===== src/rtl/soc_msp430_irq_ctrl.sv =====
// Interrupt aggregator for the MSP430 peripheral bus.
// Collects NUM_SRC synchronised sources behind one vector with a clear-on-read IV register.
module soc_msp430_irq_ctrl #(
  parameter int          NUM_SRC     = 8,
  parameter int          SYNC_STAGES = 2,
  parameter logic [14:0] BASE_ADDR   = 15'h0140
) (
  input  logic               mclk,
  input  logic               reset_n,
  input  logic [13:0]        per_addr,
  input  logic [15:0]        per_din,
  input  logic               per_en,
  input  logic [1:0]         per_we,
  output logic [15:0]        per_dout,
  input  logic [NUM_SRC-1:0] src,
  output logic               irq_out,
  output logic [4:0]         iv_out
);

  localparam logic [15:0] VALID =
    16'((17'd1 << NUM_SRC) - 17'd1);
  localparam logic [2:0] ARM_MAX = 3'(SYNC_STAGES + 1);

  logic [SYNC_STAGES-1:0][15:0] sync_q, sync_d;
  logic [15:0] prev_q, prev_d;
  logic [15:0] ifg_q, ifg_d;
  logic [15:0] ie_q, ie_d;
  logic [15:0] ies_q, ies_d;
  logic [15:0] mode_q, mode_d;
  logic [2:0]  arm_q, arm_d;

  logic        sel, rd, wr;
  logic [2:0]  off;
  logic [15:0] lane, wbits;
  logic [15:0] s_sync, lvl, evt;
  logic [15:0] ifg_vis, act, first_oh;
  logic [15:0] w1c, set_w, iv_clr;
  logic [5:0]  iv;
  logic        armed;

  assign sel   = per_en & (per_addr[13:3] == BASE_ADDR[14:4]);
  assign off   = per_addr[2:0];
  assign rd    = sel & (per_we == 2'b00);
  assign wr    = sel & (per_we != 2'b00);
  assign lane  = {{8{per_we[1]}}, {8{per_we[0]}}};
  assign wbits = per_din & lane & VALID;

  assign s_sync = sync_q[SYNC_STAGES-1];
  assign armed  = (arm_q == ARM_MAX);

  // Level-mode bits never use the stored flag; they show the live input.
  assign lvl     = s_sync ^ ies_q;
  assign ifg_vis = (ifg_q & ~mode_q) | (lvl & mode_q);
  assign act     = ifg_vis & ie_q;

  always_comb begin
    sync_d[0] = 16'(src) & VALID;
    for (int k = 1; k < SYNC_STAGES; k++) begin
      sync_d[k] = sync_q[k-1];
    end
    prev_d = s_sync;
  end

  always_comb begin
    evt = '0;
    if (armed) begin
      evt = ~mode_q & ((s_sync & ~prev_q & ~ies_q) |
                       (~s_sync & prev_q & ies_q));
    end
  end

  // Downward scan so the lowest active index wins.
  always_comb begin
    iv       = '0;
    first_oh = '0;
    for (int i = 15; i >= 0; i--) begin
      if (act[i]) begin
        iv       = 6'((i + 1) * 2);
        first_oh = '0;
        first_oh[i] = 1'b1;
      end
    end
  end

  always_comb begin
    w1c    = (wr && off == 3'd0) ? wbits : '0;
    set_w  = (wr && off == 3'd5) ? (wbits & ~mode_q) : '0;
    iv_clr = (rd && off == 3'd4) ? (first_oh & ~mode_q) : '0;
    // Set wins over any clear in the same cycle.
    ifg_d  = ((ifg_q & ~w1c & ~iv_clr) | evt | set_w) & ~mode_q;
  end

  always_comb begin
    ie_d   = ie_q;
    ies_d  = ies_q;
    mode_d = mode_q;
    if (wr && off == 3'd1) ie_d   = (ie_q & ~lane) | wbits;
    if (wr && off == 3'd2) ies_d  = (ies_q & ~lane) | wbits;
    if (wr && off == 3'd3) mode_d = (mode_q & ~lane) | wbits;
    arm_d = armed ? arm_q : arm_q + 3'd1;
  end

  always_ff @(posedge mclk) begin
    if (!reset_n) begin
      sync_q <= '0;
      prev_q <= '0;
      ifg_q  <= '0;
      ie_q   <= '0;
      ies_q  <= '0;
      mode_q <= '0;
      arm_q  <= '0;
    end else begin
      sync_q <= sync_d;
      prev_q <= prev_d;
      ifg_q  <= ifg_d;
      ie_q   <= ie_d;
      ies_q  <= ies_d;
      mode_q <= mode_d;
      arm_q  <= arm_d;
    end
  end

  always_comb begin
    per_dout = 16'h0000;
    if (rd) begin
      case (off)
        3'd0:    per_dout = ifg_vis;
        3'd1:    per_dout = ie_q;
        3'd2:    per_dout = ies_q;
        3'd3:    per_dout = mode_q;
        3'd4:    per_dout = 16'(iv);
        default: per_dout = 16'h0000;
      endcase
    end
  end

  assign irq_out = |act;
  assign iv_out  = iv[4:0];

endmodule


===== config.mk =====
export PLATFORM = sky130hd
export DESIGN_NAME = soc_msp430_irq_ctrl
export DESIGN_NICKNAME = d
export VERILOG_FILES = /design/src/rtl/soc_msp430_irq_ctrl.sv
export SDC_FILE = /design/constraint.sdc
export NUM_CORES = 1
export LEC_CHECK = 0
export ABC_CLOCK_PERIOD_IN_PS = 2750
export CAP_MARGIN = 30
export CORE_ASPECT_RATIO = 1.25
export CORE_UTILIZATION = 30
export CTS_CLUSTER_DIAMETER = 30
export DETAILED_ROUTE_END_ITERATION = 6
export PLACE_DENSITY_LB_ADDON = 0.1
export SYNTH_ARGS = -nofsm -noshare
export SYNTH_HDL_FRONTEND = slang
export SYNTH_SLANG_ARGS = --single-unit

===== constraint.sdc =====
create_clock -name mclk -period 2.75 [get_ports mclk]
set_input_delay 0.55 -clock mclk [delete_from_list [all_inputs] [get_ports mclk]]
set_output_delay 0.55 -clock mclk [all_outputs]
set_load 0.05 [all_outputs]

## Word-level counts from Yosys, hierarchy flattened

Cells that the tools add are included.

| word-level totals | value |
|---|---|
| output and inout port bits | 22 |
| memories kept | 0 |
| ROM bits | 0 |
| latch bits | 0 |
| bits in writable memories | 0 |
| bits in registers | 115 |

| operators by class | value |
|---|---|
| reductions and logical operators | 10 |
| multiply operators | 0 |
| $add $sub $neg | 1 |
| equality and inequality tests | 7 |
| $lt $le $gt $ge | 0 |
| multiplexer cells | 38 |
| divide/modulo/power cells | 0 |
| shift-type cells | 0 |
| bitwise gates (word level) | 35 |

Operators with widths:

| kind | number |
|---|---|
| two-way mux 16 bit | 20 |
| AND 16 bit | 15 |
| two-way mux 6 bit | 16 |
| NOT 16 bit | 6 |
| case mux 16 bit (5 select lines) | 1 |
| OR 16 bit | 4 |
| OR 16 x 8 -> 16 bit | 3 |
| AND 8 x 16 -> 16 bit | 1 |
| NOT 8 -> 16 bit | 1 |
| OR reduction 16 bit | 1 |
| XOR 16 bit | 1 |
| equality test 11 x 5 -> 1 bit (second input constant) | 1 |
| equality test 3 x 2 -> 1 bit (second input constant) | 3 |
| AND 8 bit | 1 |
| two-way mux 8 bit | 1 |
| equality test 3 bit (second input constant) | 2 |
| logical AND 1 bit | 6 |
| adder 3 x 1 -> 3 bit (second input constant) | 1 |
| AND 1 bit | 3 |
| equality test 3 x 1 -> 1 bit (second input constant) | 1 |
| logical NOT 3 bit | 1 |
| logical NOT 2 bit | 1 |
| nonzero test 2 bit | 1 |

## Longest topological paths before layout

Gate-level depths: netlist of the first run.

| logic depth | value |
|---|---|
| depth after elaboration | 27 |
| mapped depth | 7 |
| depth with buffers taken out | 6 |

## Worst setup path before layout of the first run

Ideal clock, no wire load.

| timing | value |
|---|---|
| kind | input to output |
| from | input per_addr[4] |
| to | output per_dout[7] |
| arrival time | 2.639 ns |
| data required time | 2.200 ns |
| stages | 6 |
| path buffers | 1 |
| path slack | -0.439 ns |
| cells stage by stage | nor4b_4 > nand3_4 > nor2_1 > nand2_1 > clkbuf_1 > a221oi_1 |

| between the ends | value |
|---|---|
| cells in the longest elaborated chain, start to end | 4 |

Ends and longest elaborated chain:

| item | RTL line | source |
|---|---|---|
| from (decl) | 10 | `input logic [13:0] per_addr,` |
| equality test 11 x 5 -> 1 bit | 41 | `assign sel = per_en & (per_addr[13:3] == BASE_ADDR[14:4]);` |
| AND 1 bit | 41 |  |
| AND 1 bit | 43 | `assign rd = sel & (per_we == 2'b00);` |
| two-way mux 16 bit | 125 | `if (rd) begin` |
| to (decl) | 14 | `output logic [15:0] per_dout,` |

Every way passes these cells.

## Worst setup path after layout of the first run

| timing | value |
|---|---|
| from | register mode_q[11] |
| to | output per_dout[1] |

| between the ends | value |
|---|---|
| cells in the longest elaborated chain, start to end | 18 |
| elaborated cells on any way between the ends | 19 |
| those cells by class | mux (14); bitwise (5) |

Ends and longest elaborated chain:

| item | RTL line | source |
|---|---|---|
| from (decl) | 29 | `logic [15:0] mode_q, mode_d;` |
| from (signal assigned) | 118 | `mode_q <= mode_d;` |
| NOT 16 bit | 53 | `assign ifg_vis = (ifg_q & ~mode_q) \| (lvl & mode_q);` |
| AND 16 bit | 53 |  |
| OR 16 bit * | 53 |  |
| AND 16 bit * | 54 | `assign act = ifg_vis & ie_q;` |
| two-way mux 6 bit * (12 in a row) | 77 | `if (act[i]) begin` |
| case mux 16 bit (5 select lines) * | 126 | `case (off)` |
| two-way mux 16 bit * | 125 |  |

Mark *: on every way between the ends. The rest lies on a longest branch, timed or not.

==> metrics.csv, run 1 <==
stage;metric;value;unit
timing;hold_viol_final;0;
power_and_ir_drop;p_leak;2.58;nW
synthesis;ys_warn_count;0;
synthesis;ys.flop_type;dfxtp_1;
timing;worst_slack;-1.72;ps
global_routing;grt_antenna_before_repair;0;
timing;worst_pin_slew;591;ps
synthesis;synth_top_area_share;0.399;
worst_setup_path;r2r_cells;7;
routing;avgRoutedWirePerCell;16.1;um
timing;slew_viol_final;0;
routing;drtIter0Drc;197;
synthesis;synthAdderAreaFrac;0.00549;
final_layout;drive_gt1_frac;0.293;
synthesis;synth_nets;556;
timing;setup_viol;1;
routing;drc;0;
floorplan;core;0.0149;mm2
synthesis;ys_seq_area_frac;0.399;
routing;num_vias;3990;
power_and_ir_drop;p_per_area;459;mW/mm2
hold_path;hold_class;reg -> reg;
synthesis;synth_edf_count;0;
global_routing;grtUsageTotal;0.172;
floorplan;die_x;112;um
outcome;violations;setup timing;
global_routing;global_route.usage.met3;0.0314;
worst_setup_path;required;2200;ps
synthesis;synth_top_family_by_area;simple AND/OR/NAND/NOR gates;
global_routing;grt_max_degree;34;
routing;dr.pass1.iters;4;
clock_tree;clk_pin_slew;60;ps
timing;fin_crit;2750;ps
synthesis;synthMuxAreaShare;0.0952;
synthesis;synth_area_per_cell;8.92;um2
final_layout;final_nets;655;
clock_tree;cts_tree;done;
synthesis;synth_top_area_cell;dfxtp_1;
clock_tree;cts_root_buf;clkbuf_16;
power_and_ir_drop;vdd_ir_drop_max;0.264;mV
clock_tree;clock_sinks;91;
timing;whs;432;ps
floorplan;die_y;140;um
routing;via_per_inst;5.01;
timing;fmax;363;MHz
floorplan;rows;50;
synthesis;yosys.area_share.simple;0.295;
global_routing;grt_pass1_wl;20800;um
synthesis;yosys.cell_types.count;64;
routing;routed_wl;12800;um
place;place.gp.congestion;0.839;
worst_setup_path;rrSetupSlack;780;ps
synthesis;async_reset_ff_frac;0;
clock_tree;clock_latency;340;ps
global_routing;overflow;0;
place;preCtsSetupSlack;-290;ps
timing;skew;3.53;ps
synthesis;synthTopCellsByCount;91 x dfxtp_1, 57 x and2_1, 47 x nand2_1, 36 x a21oi_1;
power_and_ir_drop;fin_total_pwr;3.02;mW
floorplan;initial_utilization;0.306;
timing;slew_headroom;0.606;
final_layout;design_area;0.00657;mm2
global_routing;grt_pass1_vias;3965;
final_layout;areaGrowthSynthToFinish;44.1;%
synthesis;synth-xor-area-share;0.0154;
global_routing;grt_util_met1;0.205;
global_routing;use_met2;0.304;
timing;rsz0062_at_grt;true;
synthesis;synth.most_common_cell;dfxtp_1;
synthesis;synth.area.top_cells;dfxtp_1 40%, and2_1 7.8%, mux2i_1 6.8%;
clock_tree;htree_levels;3;
timing;timing.final.crit_share;1.00;
outcome;status;finished, violations left;
worst_setup_path;endpoint_kind;output pin;
place;port-buffer-count;55;
clock_tree;clockBufferDepth;2;
job;drv_cap;0;
synthesis;synth_compound_area_frac;0.160;
place;place.detailed.hpwl;9040;um
hold_path;hold_depth;1;
synthesis;synthCells;511;
synthesis;syn_area;0.00456;mm2
worst_setup_path;cp_data_arrival_time;2200;ps
global_routing;busiest_layer;met2;
floorplan;io_pins;65;
final_layout;n_antenna_cell;0;
place;place_area;0.00580;mm2
synthesis;synth_seq_cells;91;
worst_setup_path;timing_worst_setup_path_type;reg -> out;
floorplan;dieArea;0.0157;mm2
worst_setup_path;critPathLaunchType;flop;
routing;postRouteAntennaNets;0;
clock_tree;cts_made_buffers;9;
worst_setup_path;crit_fanout;3;
final_layout;final_util;0.441;
-- cell usage in the layout, fill, tap and decap left out, drive strengths merged, types with 3 or more instances in the layout --
cell type	count
and2	57
a22o	4
o22ai	10
nor4	3
dlygate4sd2	9
xnor2	8
a31oi	9
nand2	49
nor3b	9
nor2	22
bufinv	3
nand3b	6
nand3	7
clkbuf	15
o21a	3
a21oi	36
or3	8
nand2b	10
inv	7
mux2i	31
nor3	13
mux2	3
buf	77
clkdlybuf4s50	18
nor2b	30
o21ai	33
o311ai	3
mux4	4
dfxtp	91
-- routing by layer --
layer / up-vias / wire, um
met5: - / 0
met4: 0 / 296
met3: 22 / 376
met2: 66 / 6520
met1: 1887 / 5640
li1: 2015 / -
-- through the flow --
stage	TNS [ps]	cells
floorplan	-3130	511
finish	-1.72	797
detailed placement	-3390	769
CTS	-52.4	791
global route	-266	797
global placement	-3380	769
-- final timing paths --
path / endpoint / from
worst max register to register: ifg_q[14] / flop
worst max-delay path: per_dout[1] / mode_q[11]
worst min-delay path: prev_d[6] / sync_d[22]
worst min register to register: prev_d[6] / sync_d[22]
-- power by group --
group | switching [mW] | total [mW] | internal, mW
clock network | 0.517 | 1.43 | 0.910
registers | 0.0151 | 1.36 | 1.34
logic | 0.121 | 0.234 | 0.113
total | 0.653 | 3.02 | 2.36
-- kinds of logic after synthesis --
group / Yosys count
and+or+nand+nor: 223
AOI/OAI and AO/OA: 119
DFF: 91
muxes: 38
buffers and inverters: 29
xor gates and xnor gates: 8
adders and majority gates: 2
other: 1
-- layout make-up --
class,count,area [um2]
clock buffers,11,243
fillers,1464,8320
repair buffers,110,1200
clock inverters,5,100
flip-flops and latches,91,1850
multi-input cells,391,2930
well taps,182,228
inverters,7,26.3
-- timing repair --
action / CTS / global route
endpoints found under the setup margin: 21 / 19
resized for setup: 64 / 52
gates cloned: 1 / 0
pin swaps: 17 / 27
hold buffers: 0 / 0
setup buffers: 6 / 6
hold endpoints to repair: 0 / 0
-- critical path, stage by stage, from the launching register on --
cell	delay, ps
dfxtp_2	340
mux2_4	310
and2_4	160
o311a_1	290
a21oi_2	190
nor3_2	90
o21ai_2	200
buf_4	150
buf_12	120
(Power assumes the default switching activity.)
==> run 2, diff against run 1 <==
==> constraint.sdc (replaced) <==
create_clock -name mclk -period 2.75 [get_ports mclk]
set_input_delay 0.55 -clock mclk [delete_from_list [all_inputs] [get_ports mclk]]
set_output_delay 0.55 -clock mclk [all_outputs]
set_load 0.1 [all_outputs]
==> run 2 against run 1 <==
  * The run ends with DRC, setup timing left
  * Count of clock-buffer cells in the layout down 1
  * Wire length up 0.44%
  * Sequential share of layout area down 0.092 points
  * Via count down 0.58%
  * Largest cell class unchanged
==> metrics.csv, run 2 (synthesis gave the netlist of run 1 again) <==
stage;metric;value;unit;change
power_and_ir_drop;p_per_area;414;mW/mm2;was 459 mW/mm2
routing;drtIter0Drc;187;;was 197
final_layout;final_util;0.446;;was 0.441
final_layout;drive_gt1_frac;0.302;;was 0.293
final_layout;final_nets;653;;was 655
worst_setup_path;timing_worst_setup_path_type;reg -> out;;unchanged
clock_tree;cts_root_buf;clkbuf_16;;unchanged
power_and_ir_drop;vdd_ir_drop_max;0.243;mV;was 0.264 mV
global_routing;overflow;0;;unchanged
place;place.detailed.hpwl;9330;um;was 9040 um
floorplan;dieArea;0.0157;mm2;unchanged
hold_path;hold_end;prev_d[4];;was prev_d[6]
floorplan;die_y;140;um;unchanged
timing;fin_crit;2780;ps;was 2750 ps
clock_tree;clock_sinks;91;;unchanged
place;port-buffer-count;55;;unchanged
power_and_ir_drop;switching_share;0.248;;was 0.217
clock_tree;htree_levels;3;;unchanged
clock_tree;cts_tree;done;;unchanged
power_and_ir_drop;p_sw;680;uW;was 653 uW
routing;routed_wl;12900;um;was 12800 um
clock_tree;clockBufferDepth;2;;unchanged
floorplan;die_x;112;um;unchanged
hold_path;hold_depth;1;;unchanged
worst_setup_path;endpoint_kind;output pin;;unchanged
timing;slew_headroom;0.624;;was 0.606
routing;via_per_inst;5.00;;was 5.01
hold_path;min_from;sync_d[20];;was sync_d[22]
worst_setup_path;cp_data_arrival_time;2230;ps;was 2200 ps
timing;hold_viol_final;0;;unchanged
power_and_ir_drop;pwr-share-seq;0.492;;was 0.449
timing;slew_viol_final;0;;unchanged
worst_setup_path;crit_fanout;6;;was 3
place;place_area;0.00599;mm2;was 0.00580 mm2
global_routing;grtUsageTotal;0.174;;was 0.172
power_and_ir_drop;clkPwrFrac;0.417;;was 0.473
power_and_ir_drop;p_comb_frac;0.091;;was 0.077
worst_setup_path;required;2200;ps;about the same
timing;setup_tns;-52.3;ps;was -1.72 ps
global_routing;grt_max_degree;30;;was 34
timing;worst_slack;-30.2;ps;was -1.72 ps
clock_tree;clk_pin_slew;70;ps;was 60 ps
worst_setup_path;rrSetupSlack;760;ps;was 780 ps
worst_setup_path;reg2reg_to;ifg_q[4];;was ifg_q[14]
floorplan;initial_utilization;0.306;;unchanged
final_layout;areaGrowthSynthToFinish;45.6;%;was 44.1%
worst_setup_path;critPathLaunchType;flop;;unchanged
routing;avgRoutedWirePerCell;16.2;um;was 16.1 um
global_routing;grt_pass1_vias;3966;;was 3965
routing;num_vias;3967;;was 3990
timing;timing.final.crit_share;1.01;;was 1.00
global_routing;grt_pass1_wl;20900;um;was 20800 um
timing;fmax;360;MHz;was 363 MHz
hold_path;hold_class;reg -> reg;;unchanged
clock_tree;cts_made_buffers;9;;unchanged
final_layout;final_common_cell;dfxtp_1;;unchanged
floorplan;io_pins;65;;unchanged
worst_setup_path;cp_slowest_cell;dfxtp_4;;was dfxtp_2
worst_setup_path;path_cells;mux2_4 > and2_1 > o311a_1 > a21oi_4 > nor3_4 > o21ai_4 > buf_12;;was mux2_4 > and2_4 > o311a_1 > a21oi_2 > nor3_2 > o21ai_2 > buf_4 > buf_12
timing;worst_pin_slew;564;ps;was 591 ps
timing;skew;9.99;ps;was 3.53 ps
floorplan;core;0.0149;mm2;unchanged
routing;drc;3;;was 0
worst_setup_path;max_stage_delay;370;ps;was 340 ps
power_and_ir_drop;fin_total_pwr;2.75;mW;was 3.02 mW
outcome;status;finished, violations left;;unchanged
place;place.gp.congestion;0.752;;was 0.839
final_layout;n_antenna_cell;0;;unchanged
timing;whs;433;ps;was 432 ps
global_routing;grt_antenna_before_repair;0;;unchanged
routing;dr.pass1.iters;6;;was 4
floorplan;rows;50;;unchanged
final_layout;design_area;0.00664;mm2;was 0.00657 mm2
clock_tree;clock_latency;350;ps;was 340 ps
routing;postRouteAntennaNets;0;;unchanged
final_layout;final_cell_mix;76 x dfxtp_1, 55 x and2_1, 43 x nand2_1, 43 x buf_4, 31 x a21oi_1;;was 76 x dfxtp_1, 55 x and2_1, 49 x buf_4, 44 x nand2_1, 30 x nor2b_1
timing;setup_viol;2;;was 1
outcome;violations;DRC, setup timing;;was setup timing
worst_setup_path;r2r_cells;8;;was 7
timing;rsz0062_at_grt;true;;unchanged
power_and_ir_drop;p_leak;2.58;nW;about the same
job;drv_cap;0;;unchanged
power_and_ir_drop;p_int;2.07;mW;was 2.36 mW
clock_tree;hold_buffers;0;;unchanged
## run 2: worst max-delay path by stage
stage,from,endpoint,cells after the start
after floorplan,per_addr[0],per_dout[6],4
after global placement,per_addr[9],per_dout[5],9
after detailed placement,per_addr[9],per_dout[5],9
after CTS,flop,per_dout[1],8
after global routing,mode_q[11],per_dout[1],7
final,mode_q[11],per_dout[1],7
## run 2: power groups by stage
stage	logic (mW)	clock network [mW]	registers, mW
finish	0.249	1.15	1.35
detailed placement	0.252	0	1.39
CTS	0.251	1.19	1.36
global placement	0.250	0	1.39
floorplan	0.136	0	1.38
global route	0.275	1.23	1.36
## run 2: worst max-delay path, delay by kind of cell (launching register included)
family / cells / cell delay [ps]
buffers and inverters: 1 / 190
muxes: 1 / 320
AOI/OAI and AO/OA: 3 / 750
DFF: 1 / 370
and+or+nand+nor: 2 / 250
## run 2: final cells by class
cell class / count / area, um2
clock buffers: 10 / 229
clock inverters: 5 / 40.0
fillers: 1458 / 8250
inverters: 7 / 26.3
multi-input cells: 391 / 3070
flip-flops and latches: 91 / 1860
well taps: 182 / 228
repair buffers: 108 / 1190
## run 2: metrics by stage
stage / instances / setup WS, ps
final: 794 / -30.2
after global routing: 794 / -104
after CTS: 782 / -22.3
after detailed placement: 764 / -298
after global placement: 764 / -241
after floorplan: 511 / -421
## run 2: what timing repair did
action / in CTS / in global routing
gates resized for setup: 56 / 49
setup endpoints to repair: 21 / 15
buffers inserted: 3 / 12
pin swaps: 17 / 26
## run 2: routing by layer
layer | global-route usage | up-vias | share of wire
li1 | - | 2007 | -
met1 | 0.207 | 1876 | 0.44
met2 | 0.310 | 64 | 0.52
met3 | 0.0257 | 20 | 0.021
met4 | 0.0793 | 0 | 0.026
met5 | 0 | - | 0
==> run 3, diff against run 2 <==
--- a/config.mk
+++ b/config.mk
@@ -7,6 +7,8 @@
 export LEC_CHECK = 0
 export ABC_CLOCK_PERIOD_IN_PS = 2750
 export CAP_MARGIN = 30
+export CELL_PAD_IN_SITES_DETAIL_PLACEMENT = 0
+export CELL_PAD_IN_SITES_GLOBAL_PLACEMENT = 1
 export CORE_ASPECT_RATIO = 1.25
 export CORE_UTILIZATION = 30
 export CTS_CLUSTER_DIAMETER = 30
==> run 3 against run 2 <==
  * The run still ends with DRC, setup timing left
  * Clock power up 5%
  * Combinational power is essentially flat
  * Count of clock-buffer cells in the layout fell by 1
  * Global-route usage increased by 0.53 points
  * Utilization increased by 0.51 points
  * Power is 2.4% higher
  * Non-clock buffer count rose by 12
  * Highest routed layer unchanged
==> metrics.csv, run 3 (synthesis gave the netlist of run 1 again) <==
stage;metric;value;unit;change
outcome;status;finished, violations left;;unchanged
outcome;violations;DRC, setup timing;;unchanged
place;place.gp.congestion;0.780;;was 0.752
worst_setup_path;critPathLaunchType;flop;;unchanged
hold_path;hold_class;reg -> reg;;unchanged
clock_tree;cts_root_buf;clkbuf_16;;unchanged
routing;dr.pass1.iters;6;;unchanged
clock_tree;clockBufferDepth;2;;unchanged
clock_tree;cts_made_buffers;9;;unchanged
clock_tree;htree_levels;3;;unchanged
global_routing;grtUsageTotal;0.180;;was 0.174
worst_setup_path;endpoint_kind;output pin;;unchanged
floorplan;die_y;140;um;unchanged
floorplan;rows;50;;unchanged
global_routing;grt_pass1_vias;4059;;was 3966
clock_tree;clock_latency;360;ps;was 350 ps
timing;fin_crit;2770;ps;was 2780 ps
worst_setup_path;cp_data_arrival_time;2220;ps;was 2230 ps
final_layout;final_util;0.451;;was 0.446
routing;num_vias;4066;;was 3967
clock_tree;cts_tree;done;;unchanged
routing;postRouteAntennaNets;0;;unchanged
timing;timing.final.crit_share;1.01;;about the same
global_routing;overflow;0;;unchanged
final_layout;multiInputGateArea;0.00305;mm2;was 0.00307 mm2
worst_setup_path;cp-startpoint;mode_q[11];;unchanged
routing;routed_wl;13100;um;was 12900 um
place;place_area;0.00604;mm2;was 0.00599 mm2
timing;worst_slack;-23.8;ps;was -30.2 ps
power_and_ir_drop;vdd_ir_drop_max;0.242;mV;was 0.243 mV
clock_tree;hold_buffers;0;;unchanged
final_layout;final-seq-area;0.00184;mm2;was 0.00186 mm2
final_layout;areaGrowthSynthToFinish;47.2;%;was 45.6%
job;drv_cap;0;;unchanged
worst_setup_path;required;2200;ps;about the same
final_layout;final_nets;665;;was 653
timing;worst_pin_slew;578;ps;was 564 ps
timing;slew_headroom;0.615;;was 0.624
worst_setup_path;crit_fanout;4;;was 6
global_routing;grt_pass1_wl;21400;um;was 20900 um
place;place.detailed.hpwl;9480;um;was 9330 um
floorplan;initial_utilization;0.306;;unchanged
worst_setup_path;path_cells;mux2_4 > and2_4 > o311a_4 > a21oi_4 > nor3_4 > o21ai_4 > buf_12;;was mux2_4 > and2_1 > o311a_1 > a21oi_4 > nor3_4 > o21ai_4 > buf_12
power_and_ir_drop;p_per_area;419;mW/mm2;was 414 mW/mm2
routing;via_per_inst;5.04;;was 5.00
timing;skew;6.23;ps;was 9.99 ps
hold_path;min_from;sync_d[16];;was sync_d[20]
final_layout;final_cell_count_no_fill;807;;was 794
clock_tree;clk_pin_slew;70;ps;about the same
timing;setup_viol;2;;unchanged
floorplan;core;0.0149;mm2;unchanged
timing;hold_viol_final;0;;unchanged
floorplan;die_x;112;um;unchanged
worst_setup_path;cp_slowest_cell;dfxtp_4;;unchanged
global_routing;grt_max_degree;37;;was 30
place;placedCellCount;769;;was 764
floorplan;dieArea;0.0157;mm2;unchanged
final_layout;n_antenna_cell;0;;unchanged
final_layout;design_area;0.00672;mm2;was 0.00664 mm2
final_layout;final_cell_mix;77 x dfxtp_1, 56 x buf_4, 49 x and2_1, 43 x nand2_1, 31 x a21oi_1;;was 76 x dfxtp_1, 55 x and2_1, 43 x nand2_1, 43 x buf_4, 31 x a21oi_1
global_routing;grt_antenna_before_repair;0;;unchanged
routing;drc;2;;was 3
routing;avgRoutedWirePerCell;16.3;um;was 16.2 um
worst_setup_path;max_stage_delay;360;ps;was 370 ps
timing;rsz0062_at_grt;true;;unchanged
final_layout;drive_gt1_frac;0.325;;was 0.302
timing;fmax;361;MHz;was 360 MHz
floorplan;io_pins;65;;unchanged
clock_tree;clock_sinks;91;;unchanged
power_and_ir_drop;p_leak;2.63;nW;was 2.58 nW
worst_setup_path;timing_worst_setup_path_type;reg -> out;;unchanged
final_layout;final_common_cell;dfxtp_1;;unchanged
place;port-buffer-count;55;;unchanged
timing;slew_viol_final;0;;unchanged
final_layout;fillers;1475;;was 1458
power_and_ir_drop;fin_total_pwr;2.81;mW;was 2.75 mW
routing;drtIter0Drc;127;;was 187
==> run 3: final timing paths <==
| check | slack [ps] | cells after the start | end |
|---|---|---|---|
| worst min-delay path | 430 | 1 | prev_d[0] |
| worst min register to register | 430 | 1 | prev_d[0] |
| worst max-delay path | -20 | 7 | per_dout[1] |
| worst max register to register | 780 | 7 | ifg_q[14] |
==> run 3: through the flow <==
step	hold slack [ps]	TNS (ps)	worst slack, ps
final	434	-24.0	-23.8
after global routing	442	-243	-79.7
after CTS	438	-101	-35.5
after detailed placement	420	-3160	-265
after global placement	416	-2740	-236
after floorplan	412	-605	-421
==> run 3: cell type report <==
type / instances / area share
clock buffers: 9 / 0.0335
clock inverters: 7 / 0.00876
multi-input cells: 391 / 0.454
well taps: 182 / 0.0339
repair buffers: 120 / 0.192
flip-flops and latches: 91 / 0.275
inverters: 7 / 0.00391
==> run 3: power by group <==
part	total, mW	internal (mW)	switching [mW]
logic	0.250	0.118	0.132
registers	1.36	1.34	0.0151
clock network	1.21	0.627	0.579
==> run 3: timing repair <==
item / CTS / global route
resized for setup: 39 / 57
pin swaps: 14 / 14
setup buffers: 12 / 10
setup endpoints to repair: 21 / 43
==> run 3: per-layer routing <==
| metal | vias up | wire (um) | global-route usage |
|---|---|---|---|
| met5 | - | 0 | 0 |
| met4 | 0 | 286 | 0.0842 |
| met3 | 18 | 346 | 0.0283 |
| met2 | 62 | 6730 | 0.316 |
| met1 | 1944 | 5780 | 0.213 |
| li1 | 2042 | - | - |
==> run 3: worst max-delay path: cells and delay by family (launching register included) <==
| kind | cells | cell delay (ps) |
|---|---|---|
| AO/OA/AOI/OAI | 3 | 740 |
| AND/OR/NAND/NOR | 2 | 250 |
| buffers and inverters | 1 | 200 |
| flip-flops | 1 | 360 |
| multiplexers | 1 | 320 |
